File: src/rtl/rc4_prga_decrypt_param.sv
// RC4 PRGA decrypt engine: walks an already-keyed S box, XORs keystream with ciphertext
// and writes plaintext, optionally checking each byte and aborting on the first bad one.
module rc4_prga_decrypt_param #(
  parameter int MAX_MSG    = 32,
  parameter int RD_LAT     = 2,
  parameter int CHECK_MODE = 1,
  localparam int LEN_W     = $clog2(MAX_MSG + 1),
  localparam int K_W       = $clog2(MAX_MSG)
) (
  input  logic             clk,
  input  logic             reset_n,
  input  logic             start,
  input  logic [LEN_W-1:0] msg_len,
  output logic [7:0]       s_addr,
  output logic [7:0]       s_wdata,
  output logic             s_wen,
  input  logic [7:0]       s_rdata,
  output logic [K_W-1:0]   ct_addr,
  input  logic [7:0]       ct_rdata,
  output logic [K_W-1:0]   pt_addr,
  output logic [7:0]       pt_wdata,
  output logic             pt_wen,
  output logic             busy,
  output logic             done,
  output logic             pass,
  output logic [K_W-1:0]   fail_idx
);

  localparam int CNT_W = (RD_LAT < 1) ? 1 : $clog2(RD_LAT + 1);
  localparam logic [CNT_W-1:0] LAT_LAST = CNT_W'(RD_LAT);

  typedef enum logic [3:0] {
    IDLE, INC_I, RD_SI, ADD_J, RD_SJ, WR_SI, WR_SJ, RD_F, RD_CT, WR_PT, DONE
  } state_t;

  state_t           state_q, state_d;
  logic [7:0]       i_q, i_d, j_q, j_d;
  logic [7:0]       si_q, si_d, sj_q, sj_d, f_q, f_d, c_q, c_d;
  logic [K_W-1:0]   k_q, k_d, fail_idx_q, fail_idx_d;
  logic [LEN_W-1:0] len_q, len_d;
  logic [CNT_W-1:0] lat_q, lat_d;
  logic             pass_q, pass_d;
  logic             lat_last;
  logic [7:0]       pt_byte;
  logic             byte_ok;
  logic             last_byte;

  assign lat_last  = (lat_q == LAT_LAST);
  assign pt_byte   = f_q ^ c_q;
  assign last_byte = (LEN_W'(k_q) == len_q - LEN_W'(1));

  always_comb begin
    byte_ok = 1'b1;
    case (CHECK_MODE)
      1:       byte_ok = ((pt_byte >= 8'h61) && (pt_byte <= 8'h7A)) || (pt_byte == 8'h20);
      2:       byte_ok = (pt_byte >= 8'h20) && (pt_byte <= 8'h7E);
      default: byte_ok = 1'b1;
    endcase
  end

  always_ff @(posedge clk or negedge reset_n) begin
    if (!reset_n) begin
      state_q    <= IDLE;
      i_q        <= '0;
      j_q        <= '0;
      k_q        <= '0;
      si_q       <= '0;
      sj_q       <= '0;
      f_q        <= '0;
      c_q        <= '0;
      len_q      <= '0;
      lat_q      <= '0;
      pass_q     <= 1'b0;
      fail_idx_q <= '0;
    end else begin
      state_q    <= state_d;
      i_q        <= i_d;
      j_q        <= j_d;
      k_q        <= k_d;
      si_q       <= si_d;
      sj_q       <= sj_d;
      f_q        <= f_d;
      c_q        <= c_d;
      len_q      <= len_d;
      lat_q      <= lat_d;
      pass_q     <= pass_d;
      fail_idx_q <= fail_idx_d;
    end
  end

  // start is a plain request level with no ready: it is only looked at in IDLE/DONE,
  // so a pulse while busy is dropped. Read states hold their address RD_LAT+1 cycles
  // and capture read data on the final cycle (lat_q == RD_LAT).
  always_comb begin
    state_d    = state_q;
    i_d        = i_q;
    j_d        = j_q;
    k_d        = k_q;
    si_d       = si_q;
    sj_d       = sj_q;
    f_d        = f_q;
    c_d        = c_q;
    len_d      = len_q;
    lat_d      = '0;
    pass_d     = pass_q;
    fail_idx_d = fail_idx_q;
    s_addr     = '0;
    s_wdata    = '0;
    s_wen      = 1'b0;
    ct_addr    = '0;
    pt_addr    = '0;
    pt_wdata   = '0;
    pt_wen     = 1'b0;

    case (state_q)
      IDLE, DONE: begin
        if (start) begin
          len_d      = msg_len;
          i_d        = '0;
          j_d        = '0;
          k_d        = '0;
          pass_d     = 1'b0;
          fail_idx_d = '0;
          if (msg_len == '0) begin
            pass_d  = 1'b1;
            state_d = DONE;
          end else begin
            state_d = INC_I;
          end
        end
      end
      INC_I: begin
        i_d     = i_q + 8'd1;
        state_d = RD_SI;
      end
      RD_SI: begin
        s_addr = i_q;
        if (lat_last) begin
          si_d    = s_rdata;
          state_d = ADD_J;
        end else begin
          lat_d = lat_q + CNT_W'(1);
        end
      end
      ADD_J: begin
        j_d     = j_q + si_q;
        state_d = RD_SJ;
      end
      RD_SJ: begin
        s_addr = j_q;
        if (lat_last) begin
          sj_d    = s_rdata;
          state_d = WR_SI;
        end else begin
          lat_d = lat_q + CNT_W'(1);
        end
      end
      WR_SI: begin
        s_addr  = i_q;
        s_wdata = sj_q;
        s_wen   = 1'b1;
        state_d = WR_SJ;
      end
      WR_SJ: begin
        s_addr  = j_q;
        s_wdata = si_q;
        s_wen   = 1'b1;
        state_d = RD_F;
      end
      RD_F: begin
        s_addr = si_q + sj_q;
        if (lat_last) begin
          f_d     = s_rdata;
          state_d = RD_CT;
        end else begin
          lat_d = lat_q + CNT_W'(1);
        end
      end
      RD_CT: begin
        ct_addr = k_q;
        if (lat_last) begin
          c_d     = ct_rdata;
          state_d = WR_PT;
        end else begin
          lat_d = lat_q + CNT_W'(1);
        end
      end
      WR_PT: begin
        pt_addr  = k_q;
        pt_wdata = pt_byte;
        pt_wen   = 1'b1;
        if (!byte_ok) begin
          fail_idx_d = k_q;
          pass_d     = 1'b0;
          state_d    = DONE;
        end else if (last_byte) begin
          pass_d  = 1'b1;
          state_d = DONE;
        end else begin
          k_d     = k_q + K_W'(1);
          state_d = INC_I;
        end
      end
      default: state_d = IDLE;
    endcase
  end

  assign busy     = (state_q != IDLE) && (state_q != DONE);
  assign done     = (state_q == DONE);
  assign pass     = pass_q;
  assign fail_idx = fail_idx_q;

endmodule
File: config.mk
export PLATFORM = sky130hd
export DESIGN_NAME = rc4_prga_decrypt_param
export DESIGN_NICKNAME = d
export VERILOG_FILES = /design/src/rtl/rc4_prga_decrypt_param.sv
export SDC_FILE = /design/constraint.sdc
export NUM_CORES = 1
export LEC_CHECK = 0
export BUFFER_PORTS_ARGS = -buffer_cell sky130_fd_sc_hd__buf_2
export CAP_MARGIN = 20
export CORE_MARGIN = 1
export CORE_UTILIZATION = 40
export DETAILED_ROUTE_END_ITERATION = 16
export GPL_ROUTABILITY_DRIVEN = 0
export PLACE_DENSITY = 0.65
export REMOVE_ABC_BUFFERS = 1
export SYNTH_ARGS = -nofsm -noshare
export SYNTH_HDL_FRONTEND = slang
export SYNTH_SLANG_ARGS = --single-unit
File: constraint.sdc
create_clock -name clk -period 2 [get_ports clk]
set_input_delay 0.1 -clock clk [delete_from_list [all_inputs] [get_ports clk]]
set_output_delay 0.1 -clock clk [all_outputs]
set_load 0.02 [all_outputs]
==> impl_metrics.csv <==
group,metric,value,unit
global_route,grt_max_degree,72,
logic_synthesis,yosysSeqAreaShare,0.424,
die,pin_count,69,
clock_network,path_clk_slew,80,ps
power_and_ir_drop,ir_worst_vdd,1.02,mV
logic_synthesis,synth_ff_type,"dfrtp_1",
clock_network,cts_max_level,3,
place,dp_hpwl,7820,um
place,pre_cts_ws,-134,ps
power_and_ir_drop,power,9.71,mW
logic_synthesis,netlist_area,0.00419,sq mm
power_and_ir_drop,power_frac_seq,0.272,
timing,hold_viol_final,0,
worst_setup_path,path_cells,"buf_6 > fa_2 > a21o_1 > a21oi_2 > o21bai_1 > a21oi_2 > xor2_1 > o21ai_1 > buf_4",
finish,area_growth,38.8,%
logic_synthesis,synth_cells,436,
place,dp_cells,666,
power_and_ir_drop,intPower,5.61,mW
global_route,antenna_found_initial,0,
drt,routedWlPerCell,15.5,um
clock_network,root_buffer,"clkbuf_8",
drt,drc,0,
worst_setup_path,slowest_delay,450,ps
status,violations,"negative setup slack",
power_and_ir_drop,clkPwrFrac,0.129,
timing,finalSetupTns,-1610,ps
drt,ant_nets,0,
drt,routed_wl,11100,um
logic_synthesis,synth_top_area_share,0.424,
drt,viasPerCell,5.23,
finish,fin_cells,714,
logic_synthesis,synth.largest_area_cell,"dfrtp_1",
logic_synthesis,synth.most_common_cell,"dfrtp_1",
power_and_ir_drop,leakage,2.72,nW
die,dieArea,0.0109,sq mm
run,cap_violations,0,
global_route,grt_pass1_vias,3818,
drt,drt_first_pass_iters,4,
timing,rsz0062_at_grt,"true",
timing,setup_viol,10,
timing,maxSlewHeadroom,0.707,
clock_network,cts_made_buffers,9,
finish,nNetsFinal,621,
worst_setup_path,path_delay_family,"compound AO/OA/AOI/OAI gates",
finish,nFillCells,868,
clock_network,cts_tree,"built",
logic_synthesis,yosysWarnings,0,
worst_setup_path,crit_path_top_delay_cell,"dfrtp_2",
drt,vias,3731,
worst_hold_path,min_path_type,"in2reg",
logic_synthesis,ys_ff_latch,71,
timing,fmax,427,MHz
place,io_buffers,68,
die,die_y,104,um
logic_synthesis,synth_common_cells,"dfrtp_1, nor2_1, nand2_1, mux2_2",
finish,diodes,0,
timing,final.setup.worst_slack,-339,ps
logic_synthesis,synth-async-reset-ratio,1.00,
clock_network,cts.path.max_buffers,2,
die,start_util,0.421,
logic_synthesis,syn_area_per_cell,9.60,sq um
global_route,grt-ovfl-total,0,
drt,drt_iter0_markers,154,
timing,worst-slew-pin-transition,435,ps
logic_synthesis,synth-edff-count,0,
timing,period_share,1.17,
power_and_ir_drop,p_comb_frac,0.599,
clock_network,numClockSinks,71,
worst_setup_path,critical_path_arrival,2240,ps
clock_network,clock_latency,360,ps
global_route,grt_pass1_wl,18400,um
die,row_count,36,
worst_setup_path,worstPathRequired,1900,ps
worst_setup_path,cp_common_cell,"a21oi_2",
worst_setup_path,critical_path.max_fanout,4,
power_and_ir_drop,p_per_area,1670,mW/mm^2
logic_synthesis,ys_top_cells_by_area,"dfrtp_1, mux2_2, ha_1, nor2_1, xnor2_1",
die,core_area,0.00995,sq mm
worst_setup_path,worstSetupPathType,"reg2out",
timing,slew_violations,0,
die,die_w,104,um
logic_synthesis,synth_cell_types,50,
timing,skew,11.4,ps
worst_setup_path,start_kind,"register",
power_and_ir_drop,switching_share,0.422,
global_route,track_usage,0.215,
finish,drive_gt1_frac,0.391,
worst_setup_path,end_kind,"output port",
worst_setup_path,path_buf_inv,2,
status,status,"finished with violations",
timing,finalCriticalPeriod,2340,ps
power_and_ir_drop,p_sw,4.10,mW
-- area by class of cell --
cell class	count	area, sq um	share of cell area
clock inverters	5	83.8	0.0144
clock buffers	10	128	0.0220
inverters	13	48.8	0.00840
well taps	133	166	0.0286
repair buffers	146	1030	0.178
multi-input cells	336	2570	0.443
flip-flops and latches	71	1780	0.306
-- through the flow --
stage / util / hold WS (ps) / instance area [sq um]
3_3_place_gp: 0.500 / 158 / 4980
4_1_cts: 0.564 / 5.36 / 5620
6_report: 0.584 / 27.2 / 5810
3_5_place_dp: 0.500 / 169 / 4980
5_1_grt: 0.584 / 10.6 / 5810
2_1_floorplan: - / -196 / 4120
-- placed cells by master (no fill, tap or decap), types with 3 or more instances in the layout --
cell type	netlist	layout
a21oi_1	13	7
dfrtp_1	71	68
xor2_2	0	3
dfrtp_2	0	3
o21ai_0	26	16
xnor2_2	1	7
xor2_1	10	7
and3_1	4	3
buf_6	0	7
and2_1	10	10
a21oi_2	0	6
o21ai_1	1	9
buf_4	0	55
xnor2_1	19	12
buf_2	3	62
nor3_1	10	8
ha_1	17	12
a21o_1	4	4
mux2_2	37	37
ha_4	0	4
mux2i_1	7	5
inv_2	0	3
nand3_1	26	25
inv_1	13	10
a31oi_1	4	4
a22oi_1	13	13
clkbuf_8	0	9
nand2b_1	3	3
nand2_1	40	39
dlygate4sd3_1	0	21
nor2_2	1	3
nor2b_1	6	5
nor2_1	49	46
-- worst paths after layout --
check,from,to,slack [ps],cells past startpoint
min in group asynchronous,reset_n,j_q[7],290,3
hold reg to reg,lat_q[0],lat_q[0],460,1
max in group asynchronous,reset_n,state_q[3],1360,3
setup / recovery,si_q[1],s_addr[6],-340,9
hold / removal,s_rdata[0],f_q[0],30,2
setup reg to reg,si_q[0],j_q[7],-150,9
-- power by group through the flow --
| stage | Sequential [mW] | Clock, mW | Combinational, mW |
|---|---|---|---|
| after detailed placement | 2.62 | 0 | 4.72 |
| after floorplan | 2.53 | 0 | 3.18 |
| after global placement | 2.60 | 0 | 4.64 |
| after CTS | 2.59 | 1.29 | 5.38 |
| after global routing | 2.72 | 1.36 | 6.37 |
| final | 2.64 | 1.25 | 5.81 |
-- flip-flops by register name (all words and copies together), names as in the netlist --
name and count:
c_q 8, lat_q 2, j_q 8, si_q 8, fail_idx 5, state_q 4
k_q 5, sj_q 8, len_q 6, pass 1, f_q 8, i_q 8
-- what timing repair did --
item                                    in CTS  in global routing
endpoints found under the setup margin      29                 21
pin swaps                                   14                 18
gates resized for setup                     45                 34
setup buffers                               11                  3
endpoints found under the hold margin       99                  0
hold buffers                                21                  0
-- metal layers --
metal | routed length [um] | vias to the layer above | GRT usage
met5 | 0 | - | 0
met4 | 184 | 0 | 0.0929
met3 | 390 | 14 | 0.0464
met2 | 5730 | 81 | 0.364
met1 | 4790 | 1819 | 0.262
li1 | - | 1817 | -
-- kinds of logic after synthesis --
logic type	count (synthesis)	synth area share
and+or+nand+nor	162	0.182
AOI/OAI and AO/OA	81	0.126
DFF	71	0.424
muxes	44	0.116
xor gates and xnor gates	30	0.0645
buffers and inverters	29	0.0269
adders and majority gates	19	0.0604
Note: power is estimated with default switching activity, not from simulation.
